==> src/rtl/ram_arb_pkg.sv <==
// Shared definitions for the SDRAM request-port arbiter: FSM state codes
// and the default watchdog limit.
package ram_arb_pkg;

  localparam logic [1:0] ST_IDLE  = 2'd0;
  localparam logic [1:0] ST_ISSUE = 2'd1;
  localparam logic [1:0] ST_WAIT  = 2'd2;
  localparam logic [1:0] ST_DONE  = 2'd3;

  localparam int DEFAULT_TIMEOUT = 255;

endpackage

==> src/rtl/ram_arbiter_if.sv <==
// Bundle of requester-side and SDRAM-side signals around the arbiter.
// slave: the arbiter's view. master: the view of the surrounding system
// (requesters plus SDRAM controller).
interface ram_arbiter_if #(
  parameter int N  = 2,
  parameter int AW = 23,
  parameter int DW = 32
);
  localparam int GW = (N > 1) ? $clog2(N) : 1;

  logic [N-1:0]        REQ;
  logic [N-1:0]        REQ_WE;
  logic [N*AW-1:0]     REQ_ADDR;
  logic [N*DW-1:0]     REQ_DIN;
  logic [N*DW/8-1:0]   REQ_BE;
  logic [N-1:0]        ACK;
  logic [DW-1:0]       DOUT;
  logic                ERR;
  logic                RAM_REQ;
  logic                RAM_WE;
  logic [AW-1:0]       RAM_ADDR;
  logic [DW-1:0]       RAM_DIN;
  logic [DW/8-1:0]     RAM_BE;
  logic                RAM_ACK;
  logic [DW-1:0]       RAM_DOUT;
  logic [GW-1:0]       GRANT;

  modport slave (
    input  REQ, REQ_WE, REQ_ADDR, REQ_DIN, REQ_BE, RAM_ACK, RAM_DOUT,
    output ACK, DOUT, ERR, RAM_REQ, RAM_WE, RAM_ADDR, RAM_DIN, RAM_BE, GRANT
  );

  modport master (
    output REQ, REQ_WE, REQ_ADDR, REQ_DIN, REQ_BE, RAM_ACK, RAM_DOUT,
    input  ACK, DOUT, ERR, RAM_REQ, RAM_WE, RAM_ADDR, RAM_DIN, RAM_BE, GRANT
  );

endinterface

==> src/rtl/ram_arbiter_rr_pick.sv <==
// Combinational round-robin finder: returns the first set request bit
// searching upward from ptr_i+1 and wrapping modulo N.
module rr_pick #(
  parameter int N  = 2,
  parameter int PW = (N > 1) ? $clog2(N) : 1
) (
  input  logic [N-1:0]  req_i,
  input  logic [PW-1:0] ptr_i,
  output logic          valid_o,
  output logic [PW-1:0] idx_o
);

  // Lowest request above the pointer wins; otherwise wrap to the lowest at or below it.
  always_comb begin
    valid_o = 1'b0;
    idx_o   = '0;
    for (int i = N - 1; i >= 0; i--) begin
      if (req_i[i] && (PW'(i) <= ptr_i)) begin
        valid_o = 1'b1;
        idx_o   = PW'(i);
      end
    end
    for (int i = N - 1; i >= 0; i--) begin
      if (req_i[i] && (PW'(i) > ptr_i)) begin
        valid_o = 1'b1;
        idx_o   = PW'(i);
      end
    end
  end

endmodule

==> src/rtl/ram_arbiter.sv <==
// Round-robin arbiter sharing one SDRAM user port between N requesters.
// One transaction in flight: IDLE -> ISSUE -> WAIT -> DONE -> IDLE.
// Optional watchdog on WAIT selected by macro RAM_ARB_WATCHDOG_EN.
module ram_arbiter
  import ram_arb_pkg::*;
#(
  parameter int N       = 2,
  parameter int AW      = 23,
  parameter int DW      = 32,
  parameter int TIMEOUT = DEFAULT_TIMEOUT
) (
  input logic          CLK,
  input logic          RESET,
  ram_arbiter_if.slave bus
);

  localparam int GW = (N > 1) ? $clog2(N) : 1;
  localparam int BW = DW / 8;

  logic [1:0]    state_q,   state_d;
  logic [GW-1:0] grant_q,   grant_d;
  logic [N-1:0]  ack_q,     ack_d;
  logic [DW-1:0] dout_q,    dout_d;
  logic          ram_req_q, ram_req_d;
  logic          we_q,      we_d;
  logic [AW-1:0] addr_q,    addr_d;
  logic [DW-1:0] din_q,     din_d;
  logic [BW-1:0] be_q,      be_d;

  logic          pick_vld;
  logic [GW-1:0] pick_idx;

`ifdef RAM_ARB_WATCHDOG_EN
  localparam int CW = $clog2(TIMEOUT + 1);
  logic [CW-1:0] cnt_q, cnt_d;
  logic          err_q, err_d;
`else
  logic unused_timeout;
  assign unused_timeout = (TIMEOUT > 0);
`endif

  rr_pick #(.N(N), .PW(GW)) u_pick (
    .req_i   (bus.REQ),
    .ptr_i   (grant_q),
    .valid_o (pick_vld),
    .idx_o   (pick_idx)
  );

  // Next-state logic: grant and latch in IDLE, raise request in ISSUE, wait for completion.
  always_comb begin
    state_d   = state_q;
    grant_d   = grant_q;
    ack_d     = '0;
    dout_d    = dout_q;
    ram_req_d = ram_req_q;
    we_d      = we_q;
    addr_d    = addr_q;
    din_d     = din_q;
    be_d      = be_q;
`ifdef RAM_ARB_WATCHDOG_EN
    cnt_d     = cnt_q;
    err_d     = 1'b0;
`endif
    case (state_q)
      ST_IDLE: begin
        if (pick_vld) begin
          grant_d = pick_idx;
          we_d    = bus.REQ_WE[pick_idx];
          addr_d  = bus.REQ_ADDR[int'(pick_idx) * AW +: AW];
          din_d   = bus.REQ_DIN[int'(pick_idx) * DW +: DW];
          be_d    = bus.REQ_BE[int'(pick_idx) * BW +: BW];
          state_d = ST_ISSUE;
`ifdef RAM_ARB_WATCHDOG_EN
          cnt_d   = '0;
`endif
        end
      end
      ST_ISSUE: begin
        ram_req_d = 1'b1;
        state_d   = ST_WAIT;
      end
      ST_WAIT: begin
        if (bus.RAM_ACK) begin
          ram_req_d      = 1'b0;
          dout_d         = bus.RAM_DOUT;
          ack_d[grant_q] = 1'b1;
          state_d        = ST_DONE;
        end
`ifdef RAM_ARB_WATCHDOG_EN
        else if (cnt_q == CW'(TIMEOUT - 1)) begin
          ram_req_d      = 1'b0;
          dout_d         = '1;
          ack_d[grant_q] = 1'b1;
          err_d          = 1'b1;
          state_d        = ST_DONE;
        end else begin
          cnt_d = cnt_q + 1'b1;
        end
`endif
      end
      ST_DONE: begin
        state_d = ST_IDLE;
      end
      default: begin
        state_d = ST_IDLE;
      end
    endcase
  end

  // State and output registers; reset abandons any in-flight transaction without ACK.
  always_ff @(posedge CLK) begin
    if (RESET) begin
      state_q   <= ST_IDLE;
      grant_q   <= GW'(N - 1);
      ack_q     <= '0;
      dout_q    <= '0;
      ram_req_q <= 1'b0;
      we_q      <= 1'b0;
      addr_q    <= '0;
      din_q     <= '0;
      be_q      <= '0;
`ifdef RAM_ARB_WATCHDOG_EN
      cnt_q     <= '0;
      err_q     <= 1'b0;
`endif
    end else begin
      state_q   <= state_d;
      grant_q   <= grant_d;
      ack_q     <= ack_d;
      dout_q    <= dout_d;
      ram_req_q <= ram_req_d;
      we_q      <= we_d;
      addr_q    <= addr_d;
      din_q     <= din_d;
      be_q      <= be_d;
`ifdef RAM_ARB_WATCHDOG_EN
      cnt_q     <= cnt_d;
      err_q     <= err_d;
`endif
    end
  end

  assign bus.ACK      = ack_q;
  assign bus.DOUT     = dout_q;
  assign bus.RAM_REQ  = ram_req_q;
  assign bus.RAM_WE   = we_q;
  assign bus.RAM_ADDR = addr_q;
  assign bus.RAM_DIN  = din_q;
  assign bus.RAM_BE   = be_q;
  assign bus.GRANT    = grant_q;
`ifdef RAM_ARB_WATCHDOG_EN
  assign bus.ERR      = err_q;
`else
  assign bus.ERR      = 1'b0;
`endif

endmodule

==> src/flat_wrapper.sv <==
// flat-port wrapper written by rule: the top's interface ports become plain ports
module ram_arbiter_flat import ram_arb_pkg::*;
#(
  parameter int N       = 2,
  parameter int AW      = 23,
  parameter int DW      = 32,
  parameter int TIMEOUT = DEFAULT_TIMEOUT
)
  (CLK, RESET, bus_REQ, bus_REQ_WE, bus_REQ_ADDR, bus_REQ_DIN, bus_REQ_BE, bus_RAM_ACK, bus_RAM_DOUT, bus_ACK, bus_DOUT, bus_ERR, bus_RAM_REQ, bus_RAM_WE, bus_RAM_ADDR, bus_RAM_DIN, bus_RAM_BE, bus_GRANT);
  ram_arbiter_if #(.N(N), .AW(AW), .DW(DW)) bus_i ();
  input logic CLK;
  input logic RESET;
  input wire logic [$bits(bus_i.REQ)-1:0] bus_REQ;
  input wire logic [$bits(bus_i.REQ_WE)-1:0] bus_REQ_WE;
  input wire logic [$bits(bus_i.REQ_ADDR)-1:0] bus_REQ_ADDR;
  input wire logic [$bits(bus_i.REQ_DIN)-1:0] bus_REQ_DIN;
  input wire logic [$bits(bus_i.REQ_BE)-1:0] bus_REQ_BE;
  input wire logic [$bits(bus_i.RAM_ACK)-1:0] bus_RAM_ACK;
  input wire logic [$bits(bus_i.RAM_DOUT)-1:0] bus_RAM_DOUT;
  output wire logic [$bits(bus_i.ACK)-1:0] bus_ACK;
  output wire logic [$bits(bus_i.DOUT)-1:0] bus_DOUT;
  output wire logic [$bits(bus_i.ERR)-1:0] bus_ERR;
  output wire logic [$bits(bus_i.RAM_REQ)-1:0] bus_RAM_REQ;
  output wire logic [$bits(bus_i.RAM_WE)-1:0] bus_RAM_WE;
  output wire logic [$bits(bus_i.RAM_ADDR)-1:0] bus_RAM_ADDR;
  output wire logic [$bits(bus_i.RAM_DIN)-1:0] bus_RAM_DIN;
  output wire logic [$bits(bus_i.RAM_BE)-1:0] bus_RAM_BE;
  output wire logic [$bits(bus_i.GRANT)-1:0] bus_GRANT;
  assign bus_i.REQ = bus_REQ;
  assign bus_i.REQ_WE = bus_REQ_WE;
  assign bus_i.REQ_ADDR = bus_REQ_ADDR;
  assign bus_i.REQ_DIN = bus_REQ_DIN;
  assign bus_i.REQ_BE = bus_REQ_BE;
  assign bus_i.RAM_ACK = bus_RAM_ACK;
  assign bus_i.RAM_DOUT = bus_RAM_DOUT;
  assign bus_ACK = bus_i.ACK;
  assign bus_DOUT = bus_i.DOUT;
  assign bus_ERR = bus_i.ERR;
  assign bus_RAM_REQ = bus_i.RAM_REQ;
  assign bus_RAM_WE = bus_i.RAM_WE;
  assign bus_RAM_ADDR = bus_i.RAM_ADDR;
  assign bus_RAM_DIN = bus_i.RAM_DIN;
  assign bus_RAM_BE = bus_i.RAM_BE;
  assign bus_GRANT = bus_i.GRANT;
  ram_arbiter #(.N(N), .AW(AW), .DW(DW), .TIMEOUT(TIMEOUT)) u_core (.CLK(CLK), .RESET(RESET), .bus(bus_i));
endmodule
==> config.mk <==
export PLATFORM = sky130hd
export DESIGN_NAME = ram_arbiter_flat
export DESIGN_NICKNAME = d
export VERILOG_FILES = /design/src/rtl/ram_arb_pkg.sv /design/src/rtl/ram_arbiter_if.sv /design/src/rtl/ram_arbiter_rr_pick.sv /design/src/rtl/ram_arbiter.sv /design/src/flat_wrapper.sv
export SDC_FILE = /design/constraint.sdc
export NUM_CORES = 1
export LEC_CHECK = 0
export ABC_AREA = 1
export BUFFER_PORTS_ARGS = -buffer_cell sky130_fd_sc_hd__buf_2
export CAP_MARGIN = 20
export CORE_MARGIN = 1.5
export CORE_UTILIZATION = 40
export CTS_CLUSTER_DIAMETER = 150
export DETAILED_ROUTE_END_ITERATION = 6
export PLACE_DENSITY = 0.72
export REMOVE_ABC_BUFFERS = 1
export SLEW_MARGIN = 20
export SYNTH_ARGS = -nofsm -noshare
export SYNTH_HDL_FRONTEND = slang
export SYNTH_SLANG_ARGS = --single-unit
==> constraint.sdc <==
create_clock -name CLK -period 1.7 [get_ports CLK]
set_input_delay 0 -clock CLK [delete_from_list [all_inputs] [get_ports CLK]]
set_output_delay 0 -clock CLK [all_outputs]
set_load 0.01 [all_outputs]
==> flow_metrics.env <==
export IMPL_area_delta_synth_final_pct=66.3
export IMPL_crit_path_cell_trace="inv_1, ha_1, o21ai_4, buf_4, nand2_1, nand2_1, nor2_1"
export IMPL_nFillCells=844
export IMPL_syn_area_sq_um=4740
export IMPL_skew_ns=0.00502
export IMPL_yosysWarningCount=0
export IMPL_grt_pass1_vias=6215
export IMPL_ys_seq_area_frac=0.414
export IMPL_end_kind="flip-flop"
export IMPL_ys_seq_elements=98
export IMPL_drc=0
export IMPL_routed_wl_um=17700
export IMPL_power_switching_mw=3.84
export IMPL_cp_slowest_stage_delay_ns=0.36
export IMPL_rsz0062_at_grt="false"
export IMPL_combinationalPowerShare=0.445
export IMPL_cts_path_max_buffers=2
export IMPL_leakagePower_nw=4.22
export IMPL_arrival_ns=1.78
export IMPL_synth_edf_count=0
export IMPL_wl_per_cell_um=13.8
export IMPL_synthCells=763
export IMPL_clkLatencyLatePin_ns=0.35
export IMPL_period_share=0.904
export IMPL_antenna_cells=0
export IMPL_nets=1295
export IMPL_slowest_stage="dfxtp_1"
export IMPL_setup_slack_ns=0.163
export IMPL_cp_start_kind="flip-flop"
export IMPL_clkPwrFrac=0.223
export IMPL_vias_per_cell=4.80
export IMPL_die_h_um=112
export IMPL_grt_pass1_wl_um=29400
export IMPL_required_ns=1.94
export IMPL_path_clk_slew_ns=0.06
export IMPL_first_pass_iters=5
export IMPL_track_usage=0.289
export IMPL_postRouteAntennaNets=0
export IMPL_portBuffers=252
export IMPL_whs_ns=-0.0191
export IMPL_cts_buffers=9
export IMPL_cp_common_cell="nand2_1"
export IMPL_total_power_mw=9.89
export IMPL_rows=39
export IMPL_drtIter0Drc=446
export IMPL_post_place_ws_ns=0.210
export IMPL_die_x_um=112
export IMPL_ir_drop_v=0.00105
export IMPL_overflow=0
export IMPL_coreArea_sq_um=11500
export IMPL_final_min_clock_period_ns=1.54
export IMPL_ys_types=18
export IMPL_vias=6154
export IMPL_cap_violations=0
export IMPL_cts_htree_levels=3
export IMPL_io_pin_count=254
export IMPL_p_int_mw=6.05
export IMPL_clock_sinks=98
export IMPL_worstHoldPathType="in2reg"
export IMPL_final_util=0.687
export IMPL_synth_area_per_cell_sq_um=6.21
export IMPL_fmax_mhz=651
export IMPL_cts_tree="yes"
export IMPL_power_density_nw_per_um2=1260
export IMPL_start_util=0.413
export IMPL_violations="negative hold slack"
export IMPL_die_area_sq_um=12500
export IMPL_drive_gt1_frac=0.252
export IMPL_ys_flop_type="dfxtp_1"
export IMPL_clockRootBuffer="clkbuf_16"
export IMPL_outcome="complete, but fails checks"
export IMPL_final_max_slew_viol_count=0
export IMPL_grt_max_degree=62
export IMPL_cp_max_fo=21
export IMPL_worstSetupPathType="reg2reg"
export IMPL_antenna_found_initial=1
export IMPL_hold_viol=1
export IMPL_seq_power_share=0.331
export IMPL_async_reset_ff_frac=0
export IMPL_setup_violations=0
export IMPL_swShare=0.388
export IMPL_post_cts_resized=0
export IMPL_hpwl_um=9420
export IMPL_gp_congestion=0.801
-- critical path: cells and delay by family, from the launching register on --
kind | cells | cell delay, ns
buffers and inverters | 2 | 0.42
DFF | 1 | 0.36
adders and majority gates | 1 | 0.25
AOI/OAI and AO/OA | 1 | 0.20
and+or+nand+nor | 3 | 0.20
-- metal layers --
layer  track usage  vias to the layer above  share of wire
li1              -                     3060              -
met1         0.317                     2717           0.38
met4         0.133                        2          0.037
met2         0.502                      318           0.48
met3         0.101                       57          0.096
met5             0                        -        0.00062
-- per-stage QoR --
step	setup TNS [ns]	cells	cell area [sq um]	hold slack, ns
floorplan	-37.60	709	4480	0.0691
global placement	0	1120	6100	0.265
detailed placement	0	1120	6100	0.262
CTS	0	1282	7880	0.000890
global route	0	1282	7880	0.0181
finish	0	1282	7880	-0.0191
-- final cells by class --
| cell class | instances | area (sq um) | area share |
|---|---|---|---|
| Multi-Input combinational cell | 544 | 2260 | 0.287 |
| Sequential cell | 98 | 1960 | 0.249 |
| Inverter | 67 | 251 | 0.0319 |
| Clock buffer | 11 | 243 | 0.0308 |
| Timing Repair Buffer | 414 | 2910 | 0.369 |
| Clock inverter | 5 | 77.6 | 0.00984 |
| Tap cell | 143 | 179 | 0.0227 |
-- cell usage after synthesis (2+ instances only) --
master,instances,share of area
inv_1,66,0.052
nand3_1,94,0.099
clkbuf_1,17,0.013
buf_2,21,0.022
a21oi_1,34,0.036
nand2_1,279,0.22
buf_1,8,0.0063
dfxtp_1,98,0.41
nand2_2,2,0.0026
ha_1,4,0.011
buf_4,7,0.011
nor2_1,127,0.10
-- cells in the final DEF (no fill, tap or decap), types with 2 or more instances in the layout --
master,n
nand2_1,279
buf_2,252
ha_1,4
nand2_2,2
dlygate4sd3_1,146
clkinv_2,2
nand3_1,94
clkbuf_16,9
nor2_1,127
a21oi_1,34
dfxtp_1,98
buf_4,11
buf_12,5
inv_1,66
bufinv_16,2
-- sequential cells by signal (all words and copies together) (netlist names) --
name / count
u_core.bus.RAM_BE: 4
u_core.state_q: 2
u_core.bus.DOUT: 32
u_core.bus.RAM_ADDR: 23
u_core.bus.RAM_REQ: 1
u_core.bus.RAM_DIN: 32
u_core.bus.GRANT: 1
u_core.bus.ACK: 2
u_core.bus.RAM_WE: 1
-- worst paths after layout --
| kind | slack (ns) | cells after the start | start | endpoint |
|---|---|---|---|---|
| max reg2reg | 0.16 | 7 | u_core.state_q[0] | u_core.bus.RAM_ADDR[8] |
| max | 0.16 | 7 | u_core.state_q[0] | u_core.bus.RAM_ADDR[8] |
| min reg2reg | 0.46 | 2 | u_core.bus.DOUT[7] | u_core.bus.DOUT[7] |
| min | -0.02 | 5 | bus_REQ_ADDR[10] | u_core.bus.RAM_ADDR[10] |
-- power by group through the flow --
stage / Sequential [mW] / Combinational [mW] / Clock [mW]
3_3_place_gp: 3.28 / 3.96 / 0
4_1_cts: 3.26 / 4.27 / 2.25
6_report: 3.28 / 4.41 / 2.21
5_1_grt: 3.35 / 4.93 / 2.35
2_1_floorplan: 3.60 / 2.15 / 0
3_5_place_dp: 3.30 / 3.99 / 0
-- timing repair --
action | 4_1_cts | 5_1_grt
endpoints found under the setup margin | 0 | 0
hold endpoints to repair | 93 | 0
hold buffers | 146 | 0
setup buffers | 0 | 0
-- cells by family after synthesis --
kind of cell | share of synthesized area
AO/OA/AOI/OAI | 0.0425
flip-flops | 0.414
buffers and inverters | 0.109
adder cells (fa/ha/maj) | 0.0106
AND/OR/NAND/NOR | 0.424
other | 0.000791
Power figures use the tool's default switching activity.
